File: config.mk
export PLATFORM = sky130hd
export DESIGN_NAME = pulse_stretcher
export DESIGN_NICKNAME = d
export VERILOG_FILES = /design/src/rtl/pulse_stretcher_pkg.sv /design/src/rtl/pulse_stretcher_tick_counter.sv /design/src/rtl/pulse_stretcher.sv
export SDC_FILE = /design/constraint.sdc
export NUM_CORES = 1
export LEC_CHECK = 0
export BUFFER_PORTS_ARGS = -buffer_cell sky130_fd_sc_hd__buf_2
export CAP_MARGIN = 20
export CORE_MARGIN = 2
export CORE_UTILIZATION = 35
export DETAILED_ROUTE_END_ITERATION = 10
export SYNTH_ARGS = -nofsm -noshare
export SYNTH_HDL_FRONTEND = slang
export SYNTH_SLANG_ARGS = --single-unit
File: constraint.sdc
create_clock -name clk -period 1.5 [get_ports clk]
set_clock_uncertainty 0.1 [all_clocks]
set_input_delay 0.075 -clock clk [delete_from_list [all_inputs] [get_ports clk]]
set_output_delay 0.075 -clock clk [all_outputs]
set_load 0.02 [all_outputs]
File: src/rtl/pulse_stretcher_pkg.sv
// -----------------------------------------------------------------------------
// pulse_stretcher_pkg
// Shared definitions for the pulse stretcher: FSM state encoding and the
// tick-counter width helper.
// -----------------------------------------------------------------------------
package pulse_stretcher_pkg;

  localparam logic [1:0] STATE_IDLE = 2'd0;
  localparam logic [1:0] STATE_ON   = 2'd1;
  localparam logic [1:0] STATE_OFF  = 2'd2;

  typedef enum logic [1:0] {
    S_IDLE = STATE_IDLE,
    S_ON   = STATE_ON,
    S_OFF  = STATE_OFF
  } state_t;

  // Width of the shared tick counter: wide enough for the longer phase plus
  // one spare bit.
  function automatic int tick_cnt_width(input int on_ticks, input int off_ticks);
    int longest;
    longest = (on_ticks > off_ticks) ? on_ticks : off_ticks;
    return $clog2(longest) + 1;
  endfunction

endpackage

File: src/rtl/pulse_stretcher_tick_counter.sv
// -----------------------------------------------------------------------------
// tick_counter
// Width-parameterised up-counter used to time both the ON and OFF phases.
// Ports:
//   clk, rst     clock / asynchronous active-high reset
//   clear        synchronous clear to zero (wins over enable)
//   enable       increment by one on this edge
//   terminal     compare value for the current phase
//   count        current count
//   at_terminal  count == terminal (combinational compare)
// -----------------------------------------------------------------------------
module tick_counter #(
  parameter int WIDTH = 4
) (
  input  logic             clk,
  input  logic             rst,
  input  logic             clear,
  input  logic             enable,
  input  logic [WIDTH-1:0] terminal,
  output logic [WIDTH-1:0] count,
  output logic             at_terminal
);

  // NOTE: sequential state is updated with non-blocking assignments so every
  // flop samples pre-edge values regardless of process evaluation order.
  always_ff @(posedge clk or posedge rst) begin
    if (rst) begin
      count <= '0;
    end else if (clear) begin
      count <= '0;
    end else if (enable) begin
      count <= count + 1'b1;
    end
  end

  assign at_terminal = (count == terminal);

endmodule

File: src/rtl/pulse_stretcher.sv
// -----------------------------------------------------------------------------
// pulse_stretcher
// Turns single-cycle requests into pulses with a minimum high time of ON_TICKS
// and a minimum low gap of OFF_TICKS, both counted in clock_enable ticks.
// Optional feature (macro PULSE_STRETCHER_QUEUE_EN): requests arriving while
// busy are queued up to QUEUE_DEPTH instead of being dropped.
// Ports:
//   clk           system clock, rising edge
//   rst           asynchronous active-high reset
//   clock_enable  one-cycle tick strobe
//   in_pulse      request; every high cycle is one request
//   out_signal    stretched pulse (registered)
//   busy          high whenever not idle (registered)
//   dropped       one-cycle strobe: a request was discarded (registered)
// -----------------------------------------------------------------------------
module pulse_stretcher
  import pulse_stretcher_pkg::*;
#(
  parameter int ON_TICKS    = 512,
  parameter int OFF_TICKS   = 512,
  parameter int QUEUE_DEPTH = 7
) (
  input  logic clk,
  input  logic rst,
  input  logic clock_enable,
  input  logic in_pulse,
  output logic out_signal,
  output logic busy,
  output logic dropped
);

  localparam int              CW       = tick_cnt_width(ON_TICKS, OFF_TICKS);
  localparam logic [CW-1:0]   ON_LAST  = CW'(ON_TICKS - 1);
  localparam logic [CW-1:0]   OFF_LAST = CW'(OFF_TICKS - 1);

  state_t          state, state_nx;
  logic [CW-1:0]   cnt, cnt_term;
  logic            at_term, phase_done;
  logic            req_busy, has_pending, drop_nx;

  // One counter serves both phases; only the terminal value changes.
  assign cnt_term   = (state == S_OFF) ? OFF_LAST : ON_LAST;
  assign phase_done = clock_enable && at_term && (state != S_IDLE);
  assign req_busy   = in_pulse && (state != S_IDLE);

  tick_counter #(.WIDTH(CW)) u_tick_counter (
    .clk         (clk),
    .rst         (rst),
    .clear       ((state == S_IDLE) || phase_done),
    .enable      (clock_enable && (state != S_IDLE)),
    .terminal    (cnt_term),
    .count       (cnt),
    .at_terminal (at_term)
  );

`ifdef PULSE_STRETCHER_QUEUE_EN
  localparam int            PW     = $clog2(QUEUE_DEPTH + 1);
  localparam logic [PW-1:0] Q_FULL = PW'(QUEUE_DEPTH);

  logic [PW-1:0] pending, pending_nx;
  logic          deq;

  assign has_pending = (pending != '0);
  // A queued request is consumed when idle without a fresh request, or when
  // the OFF gap ends.
  assign deq = has_pending &&
               (((state == S_IDLE) && !in_pulse) || ((state == S_OFF) && phase_done));

  always_comb begin
    pending_nx = pending;
    drop_nx    = 1'b0;
    if (req_busy && deq) begin
      pending_nx = pending;            // enqueue and dequeue cancel out
    end else if (req_busy) begin
      if (pending < Q_FULL) pending_nx = pending + 1'b1;
      else                  drop_nx    = 1'b1;
    end else if (deq) begin
      pending_nx = pending - 1'b1;
    end
  end

  always_ff @(posedge clk or posedge rst) begin
    if (rst) pending <= '0;
    else     pending <= pending_nx;
  end
`else
  assign has_pending = 1'b0;
  assign drop_nx     = req_busy;
`endif

  // NOTE: every combinational output gets a default first, so no path through
  // the case can leave it unassigned and infer a latch.
  always_comb begin
    state_nx = state;
    unique case (state)
      S_IDLE: if (in_pulse || has_pending) state_nx = S_ON;
      S_ON:   if (phase_done)              state_nx = S_OFF;
      S_OFF:  if (phase_done)              state_nx = has_pending ? S_ON : S_IDLE;
      default:                             state_nx = S_IDLE;
    endcase
  end

  // Outputs are registered from the next-state value so they change on the
  // same edge as the state and never see a combinational input path.
  always_ff @(posedge clk or posedge rst) begin
    if (rst) begin
      state      <= S_IDLE;
      out_signal <= 1'b0;
      busy       <= 1'b0;
      dropped    <= 1'b0;
    end else begin
      state      <= state_nx;
      out_signal <= (state_nx == S_ON);
      busy       <= (state_nx != S_IDLE);
      dropped    <= drop_nx;
    end
  end

endmodule
# Word-level counts from Yosys, hierarchy flattened
# Cells that the tools add are included.
[word_totals]
inputBits = 4
regBits = 15
wordCells = 25
out_inout_bits = 3
[op_classes]
n_eq_ne = 4
n_addsub = 1
reduce_logical = 9
mux = 6
[op_table]
columns = ["operator", "n"]
rows = [
  ["$mux 10", 2],
  ["$add 10x1->10 const B", 1],
  ["$eq 10x9->1 const B", 1],
  ["$mux 2", 3],
  ["$pmux 2 s3", 1],
  ["$reduce_bool 2->1", 3],
  ["$eq 2x1->1 const B", 2],
  ["$logic_and 1x1->1", 4],
  ["$eq 2x2->1 const B", 1],
  ["$logic_not 2->1", 1],
  ["$logic_or 1x1->1", 1],
]

# Depth between registers and ports, before layout
# Gate-level depths: netlist of run 1.
[logic_depth]
word_depth = 6
mapped_depth = 5
ltp_nobuf = 5

# Modules after synthesis
# A second synthesis of run 1 with hierarchy kept.
[unflattened]
hier_cells = 84
area_unflattened_um2 = 854.6
[by_module_without_submodules]
columns = ["mod", "cells_each", "seq_area_each_um2", "area_per_inst_um2", "instances"]
rows = [
  ["tick_counter", 64, 250.2, 614.3, 1],
  ["pulse_stretcher", 20, 125.1, 240.2, 1],
]

# Worst setup path before layout of run 1
# OpenSTA, ideal clock, no wires.
[synth_path]
kind = "register -> register"
start = "reg u_tick_counter.count[0]"
end = "reg state[1]"
path_slack_ps = -40
t_required_ps = 1317
synth_period_minus_slack_ps = 1540
arrival_time_ps = 1357
setup_time_ps = 83
stages_incl_launch_ff = 6
path_buffers = 0
cell_sequence = "dfrtp_1 > ha_1 > nand3_1 > nor4_4 > or3b_2 > o21ai_0"
[synth_between]
elab_chain_cells = 5
word_cells_on_any_way = 6
cone_classes = "eq/ne: 1; mux: 3; reduce/logical: 2"
[synth_lines]
columns = ["item", "line_no", "source"]
rows = [
  ["start, declared", "pulse_stretcher_tick_counter.sv:20", "output logic [WIDTH-1:0] count,"],
  ["start signal, assigned", "pulse_stretcher_tick_counter.sv:32", "count <= count + 1'b1;"],
  ["$eq 10x9->1 (*)", "pulse_stretcher_tick_counter.sv:36", "assign at_terminal = (count == terminal);"],
  ["$logic_and 1x1->1 (*) (2 in series)", "pulse_stretcher.sv:43", "assign phase_done = clock_enable && at_term && (state != S_IDLE);"],
  ["$mux 2 (on tied branches)", "pulse_stretcher.sv:98, pulse_stretcher.sv:97", ""],
  ["$pmux 2 s3 (*)", "pulse_stretcher.sv:95", "unique case (state)"],
  ["named net state_nx[1]", "pulse_stretcher.sv:36", "state_t state, state_nx;"],
  ["end signal, assigned", "pulse_stretcher.sv:112", "state <= state_nx;"],
  ["end, declared", "pulse_stretcher.sv:36", ""],
]
# The timed path passes the listed nets; every way through them passes the cells marked *.
# A chain may end at the register's enable or synchronous reset.

# Final worst setup path of run 1
[layout_path]
start = "reg u_tick_counter.count[7]"
end = "reg state[1]"
# The elaborated chain is that of the path after synthesis.

==> results of run 1 <==
## worst paths after layout
| check | start | to | slack (ns) | cells past startpoint |
|---|---|---|---|---|
| hold reg to reg | u_tick_counter.count[9] | u_tick_counter.count[9] | 0.44 | 2 |
| max in group asynchronous | rst | state[0] | 0.62 | 3 |
| hold / removal | rst | u_tick_counter.count[5] | 0.30 | 3 |
| setup / recovery | u_tick_counter.count[7] | state[1] | 0.04 | 5 |
| setup reg to reg | u_tick_counter.count[7] | state[1] | 0.04 | 5 |
| min in group clk | u_tick_counter.count[9] | u_tick_counter.count[9] | 0.44 | 2 |
## stage by stage
step                setup TNS, ns  hold WS [ns]  std cells  cell area [um^2]  worst slack [ns]
floorplan                       0        -0.124         66               731            0.0134
global placement         -0.00800        0.0552        106               850          -0.00800
detailed placement       -0.00212        0.0597        106               850          -0.00212
CTS                             0         0.298        114               933            0.0214
global route              -0.0456         0.364        117               991           -0.0442
finish                          0         0.299        117               991            0.0444
## cell families after synthesis
| logic type | count (synthesis) | synth area share, % |
|---|---|---|
| fa+ha+maj | 1 | 1.72 |
| compound gates | 9 | 10.3 |
| xor+xnor | 9 | 10.9 |
| buf+inv | 3 | 1.72 |
| simple gates | 29 | 23.6 |
| flops | 15 | 51.7 |
## power breakdown
group | total (mW) | internal (mW) | leakage, nW | switching, mW
registers | 0.566 | 0.484 | 0.181 | 0.0814
clock network | 0.226 | 0.103 | 0.0150 | 0.123
logic | 0.345 | 0.178 | 0.238 | 0.167
## per-layer routing
| metal | up-vias | track usage, % | share of wire (%) | routed length, um |
|---|---|---|---|---|
| li1 | 275 | - | - | - |
| met1 | 273 | 17.0 | 44 | 649 |
| met5 | - | 0 | 0 | 0 |
| met4 | 0 | 9.72 | 2.1 | 31 |
| met3 | 4 | 1.82 | 1.7 | 25 |
| met2 | 4 | 21.3 | 53 | 782 |
## repair_timing
item / CTS / global route
cloned: 0 / 1
endpoints found under the hold margin: 18 / 0
gates resized for setup: 5 / 6
pin swaps: 1 / 1
hold buffers: 3 / 0
setup endpoints to repair: 2 / 11
setup buffers: 1 / 2
## critical path, cell delays in order, from the launching register on
cell and delay, ns:
sky130_fd_sc_hd__dfrtp_1 0.41, sky130_fd_sc_hd__nand4_4 0.13, sky130_fd_sc_hd__nor4_4 0.36, sky130_fd_sc_hd__buf_4 0.19
sky130_fd_sc_hd__nand2_2 0.06, sky130_fd_sc_hd__o21ai_2 0.13
## state kept, by name, summed over array words and instances (netlist names)
| register | cells |
|---|---|
| u_tick_counter.count | 10 |
| dropped | 1 |
| out_signal | 1 |
| busy | 1 |
| state | 2 |
## cells in the final DEF (no fill, tap or decap), drive strengths merged
cell type	synthesis	routed
a21oi	2	2
and3	1	1
and4	1	1
buf	1	17
clkbuf	0	4
dfrtp	15	15
dlygate4sd3	0	3
ha	1	1
inv	2	2
nand2	6	6
nand2b	1	1
nand3	3	3
nand4	2	2
nor2	10	10
nor3	2	2
nor4	1	1
nor4b	1	1
o21a	1	1
o21ai	2	2
o21ba	1	1
o21bai	3	4
or3b	1	1
xnor2	5	5
xor2	4	4
## area by class of cell
class,instances,area share [%]
repair buffers,20,14.4
multi-input cells,49,40.9
clock buffers,4,2.65
well taps,27,3.41
flip-flops and latches,15,37.9
inverters,2,0.758
==> out/qor.log, run 1 <==
qor: outcome.run_status finished, final reports clean
qor: clock_tree.worst_setup_hold_path_clk_slew 0.09 ns
qor: worst_setup_path.critPathRequiredTime 1.60 ns
qor: clock_tree.cts_htree_levels 1
qor: worst_setup_path.critical_path.max_fanout 4
qor: timing.setup-violations-final 0
qor: yosys.synthDominantCellAreaShare 51.7%
qor: place.dpl.hpwl 959 um
qor: clock_tree.clk_latency 0.28 ns
qor: routing.routed_wirelength 1490 um
qor: clock_tree.root_buffer sky130_fd_sc_hd__clkbuf_4
qor: power_and_ir_drop.power.density_cell_area 1150 nW/um^2
qor: yosys.synthesis_warning_total 0
qor: yosys.synth_top_cells_by_area sky130_fd_sc_hd__dfrtp_1 52%, sky130_fd_sc_hd__xnor2_1 6.0%, sky130_fd_sc_hd__nor2_1 5.2%
qor: yosys.synthCells 66
qor: die.core_area 1960 um^2
qor: timing.number_of_max_slew_violations_in_the_final_report 0
qor: yosys.syn_avg_cell_area 11.0 um^2
qor: finish.antenna_cells 0
qor: finish.area.sequential 375 um^2
qor: yosys.ys_seq_area_share 51.7%
qor: global_routing.initial_antenna_violation_count 0
qor: timing.fin_crit 1.46 ns
qor: yosys.dominantRegCellSynth sky130_fd_sc_hd__dfrtp_1
qor: global_routing.grt_start_max_net_pins 16
qor: hold_path.worst_hold_path_class in -> async
qor: global_routing.overflow 0
qor: place.io_buffers 6
qor: die.io_pins 7
qor: worst_setup_path.sort_of_element_at_the_start_of_the_critical_path register
qor: finish.n_fill_cell 208
qor: timing.grt_setup_unrepaired yes
qor: finish.final_core_util 50.5%
qor: yosys.synth_enable_flop_cells 0
qor: run.timing.max_cap.violations 0
qor: die.initial_utilization 37.0%
qor: routing.num_vias 556
qor: worst_setup_path.critPathCaptureType register
qor: timing.slew-limit-headroom 62.4%
qor: routing.post_detailed_route_via_to_cell_ratio 4.75
qor: place.place_congestion 0.657
qor: routing.drt-wirelength-per-cell 12.7 um
qor: worst_setup_path.cp.arrival 1.56 ns
qor: timing.maxClockFrequency 0.687 GHz
qor: yosys.synthMostInstantiatedCell sky130_fd_sc_hd__dfrtp_1
qor: clock_tree.clock-sinks 15
qor: finish.combined_area_of_the_multi_input_logic_cells 405 um^2
qor: finish.area_growth 36.6%
qor: routing.drc_errors 0
qor: die.placementRows 16
qor: global_routing.first_global_vias 522
qor: die.design.die.area 2450 um^2
qor: yosys.postSynthNetCount 71
qor: timing.post-route-period-util 97.0%
qor: finish.layout_net_count 96
qor: yosys.synth_top_cells_by_count 15 x sky130_fd_sc_hd__dfrtp_1, 10 x sky130_fd_sc_hd__nor2_1, 6 x sky130_fd_sc_hd__nand2_1
qor: yosys.post_synth_num_cell_types 25
qor: yosys.synth_area_leader_cell sky130_fd_sc_hd__dfrtp_1
qor: routing.drt_iter0_drc 5
qor: power_and_ir_drop.peak_supply_drop 0.000686 V
qor: clock_tree.cts_inserted_buffers 3
qor: yosys.synth-seq-cells 15
qor: timing.final-hold-violation-count 0
qor: die.floorplan.die.width 49.5 um
qor: yosys.async_reset_ff_share 100%
qor: die.die_height 49.5 um
qor: clock_tree.bufs_on_longest_clock_path 2
qor: worst_setup_path.timing.setup.critical_path_class reg -> reg
qor: global_routing.grt_use_total 13.5%
qor: routing.drtPass1Iterations 4
qor: timing.max_slew.worst_pin.slew 0.563 ns
qor: power_and_ir_drop.total_power 1.14 mW
qor: routing.detail-route-antenna-nets 0
qor: global_routing.grt_pass1_wl 2420 um
qor: finish.final_layout_size_suffix_gt1_share 38.9%
qor: power_and_ir_drop.leakage_power_figure 0.434 nW
qor: clock_tree.tritoncts done
qor: yosys.post_synth_design_cell_area 726 um^2
(Power assumes the default switching activity.)
==> inputs of run 2 (changes only) <==
==> constraint.sdc (replaced) <==
create_clock -name clk -period 1.65 [get_ports clk]
set_clock_uncertainty 0.1 [all_clocks]
set_input_delay 0.0825 -clock clk [delete_from_list [all_inputs] [get_ports clk]]
set_output_delay 0.0825 -clock clk [all_outputs]
set_load 0.02 [all_outputs]
==> out/qor.log, run 2 (same netlist as run 1, synthesis figures left out) <==
qor: outcome.run_status finished, final reports clean
qor: finish.max_flop_register u_tick_counter.count
qor: clock_tree.clk_latency 0.29 ns
qor: routing.drt_iter0_drc 9
qor: routing.detail-route-antenna-nets 0
qor: clock_tree.bufs_on_longest_clock_path 2
qor: clock_tree.cts_htree_levels 1
qor: clock_tree.postCtsSetupBuffers 0
qor: worst_setup_path.sort_of_element_at_the_start_of_the_critical_path register
qor: worst_setup_path.crit_path_top_delay_cell sky130_fd_sc_hd__dfrtp_1
qor: clock_tree.root_buffer sky130_fd_sc_hd__clkbuf_4
qor: finish.final_layout_size_suffix_gt1_share 30.6%
qor: timing.max_slew.worst_pin.slew 0.567 ns
qor: die.die_height 49.5 um
qor: power_and_ir_drop.seqPwrFrac 52.6%
qor: finish.biggestRegsByFlops u_tick_counter.count: 10 flops, state: 2 flops
qor: global_routing.first_global_vias 535
qor: routing.drc_errors 0
qor: finish.n_fill_cell 201
qor: place.dp_worst_setup_slack 0.0819 ns
qor: place.place_congestion 0.730
qor: worst_setup_path.timing.setup.critical_path_class reg -> reg
qor: global_routing.grt_use_total 12.4%
qor: power_and_ir_drop.power.share.combinational 25.4%
qor: worst_setup_path.r2r_start u_tick_counter.count[5]
qor: power_and_ir_drop.power.switching_fraction 32.0%
qor: worst_setup_path.rrSetupSlack 0.09 ns
qor: finish.final_cell_mix 15 x sky130_fd_sc_hd__dfrtp_1, 10 x sky130_fd_sc_hd__nor2_1, 6 x sky130_fd_sc_hd__nand2_1, 6 x sky130_fd_sc_hd__buf_2, 6 x sky130_fd_sc_hd__buf_4
qor: clock_tree.cts_inserted_buffers 3
qor: global_routing.overflow 0
qor: global_routing.initial_antenna_violation_count 0
qor: place.dpl.hpwl 890 um
qor: power_and_ir_drop.total_power 0.969 mW
qor: worst_setup_path.critical_path.max_fanout 6
qor: finish.area_growth 24.5%
qor: power_and_ir_drop.power.density_cell_area 1070 nW/um^2
qor: routing.drt-wirelength-per-cell 12.7 um
qor: worst_setup_path.critPathCaptureType register
qor: global_routing.grt_pass1_wl 2210 um
qor: power_and_ir_drop.power.internal 0.659 mW
qor: place.dpl_cell_area 830 um^2
qor: routing.post_detailed_route_via_to_cell_ratio 4.83
qor: die.initial_utilization 37.0%
qor: timing.final-hold-violation-count 0
qor: finish.layout_net_count 91
qor: worst_setup_path.cp.arrival 1.64 ns
qor: timing.fin_crit 1.56 ns
qor: clock_tree.worst_setup_hold_path_clk_slew 0.09 ns
qor: power_and_ir_drop.clock_power_share 22.0%
qor: timing.maxClockFrequency 0.643 GHz
qor: clock_tree.clock-sinks 15
qor: worst_setup_path.timing.critical_path.cells nand4_2, nor4_4, o21bai_2, nor2_1
qor: finish.largest_register_ff_count 10
qor: hold_path.worst_hold_path_class in -> async
qor: timing.post-route-period-util 94.2%
qor: power_and_ir_drop.leakage_power_figure 0.403 nW
qor: die.floorplan.die.width 49.5 um
qor: routing.drtPass1Iterations 4
qor: timing.number_of_max_slew_violations_in_the_final_report 0
qor: timing.layout_setup_ws 0.0949 ns
qor: worst_setup_path.critPathRequiredTime 1.73 ns
qor: power_and_ir_drop.p_sw 0.311 mW
qor: worst_setup_path.cell_type_group_with_the_largest_total_delay_on_the_critical_path simple AND/OR/NAND/NOR gates
qor: die.placementRows 16
qor: worst_setup_path.slowest_delay 0.43 ns
qor: finish.final_common_cell sky130_fd_sc_hd__dfrtp_1
qor: run.timing.max_cap.violations 0
qor: timing.slew-limit-headroom 62.2%
qor: clock_tree.tritoncts done
qor: global_routing.grt_start_max_net_pins 16
qor: die.design.die.area 2450 um^2
qor: die.core_area 1960 um^2
qor: finish.finalInstanceArea 903 um^2
qor: routing.num_vias 541
qor: power_and_ir_drop.peak_supply_drop 0.000406 V
qor: routing.routed_wirelength 1420 um
qor: timing.setup-violations-final 0
qor: die.io_pins 7
qor: finish.antenna_cells 0
qor: worst_setup_path.cp_num_buf_inv 0
qor: worst_setup_path.worstSetupStartpoint u_tick_counter.count[5]
qor: place.io_buffers 6
==> run 2: through the flow <==
step | hold WS (ns) | utilization (%) | setup TNS, ns | cells
CTS | 0.292 | 45.2 | 0 | 111
finish | 0.284 | 46.0 | 0 | 112
global placement | 0.0543 | 42.3 | 0 | 104
detailed placement | 0.0669 | 42.3 | 0 | 104
global route | 0.347 | 46.0 | -0.0427 | 112
floorplan | -0.116 | - | 0 | 66
==> run 2: layout make-up <==
cell class                      count  area [um^2]  area share (%)
Timing Repair Buffer               15          105            11.6
Clock buffer                        3         22.5            2.49
Multi-Input combinational cell     49          354            39.2
Tap cell                           27         33.8            3.74
Sequential cell                    15          375            41.6
Inverter                            2         7.51           0.831
Clock inverter                      1         5.00           0.554
==> run 2: power groups by stage <==
stage	Combinational [mW]	Clock [mW]	Sequential, mW
4_1_cts	0.243	0.221	0.505
6_report	0.247	0.213	0.510
3_5_place_dp	0.238	0	0.511
5_1_grt	0.283	0.235	0.519
3_3_place_gp	0.232	0	0.513
2_1_floorplan	0.149	0	0.512
==> run 2: final timing paths <==
check                      cells after the start                 endpoint
min reg2reg                                    2  u_tick_counter.count[9]
max                                            4  u_tick_counter.count[8]
min in group clk                               2  u_tick_counter.count[9]
max reg2reg                                    4  u_tick_counter.count[8]
max in group asynchronous                      3                 state[0]
min                                            3  u_tick_counter.count[9]
==> run 2: repair_timing <==
action / CTS / global route
hold buffers: 3 / 0
hold endpoints to repair: 18 / 0
endpoints found under the setup margin: 0 / 11
resized for setup: 0 / 1
==> run 2: layer usage <==
metal  global-route usage [%]  vias up  part of all wire, %
met4                     11.1        0                  4.0
met2                     19.3       10                   48
li1                         -      266                    -
met3                     2.73        5                  2.7
met5                        0        -                    0
met1                     14.1      260                   45
==> run 2: tightest hold or removal path, stage by stage <==
cell,delay [ns]
sky130_fd_sc_hd__dlygate4sd3_1,0.53
sky130_fd_sc_hd__buf_2,0.12
sky130_fd_sc_hd__inv_1,0.42
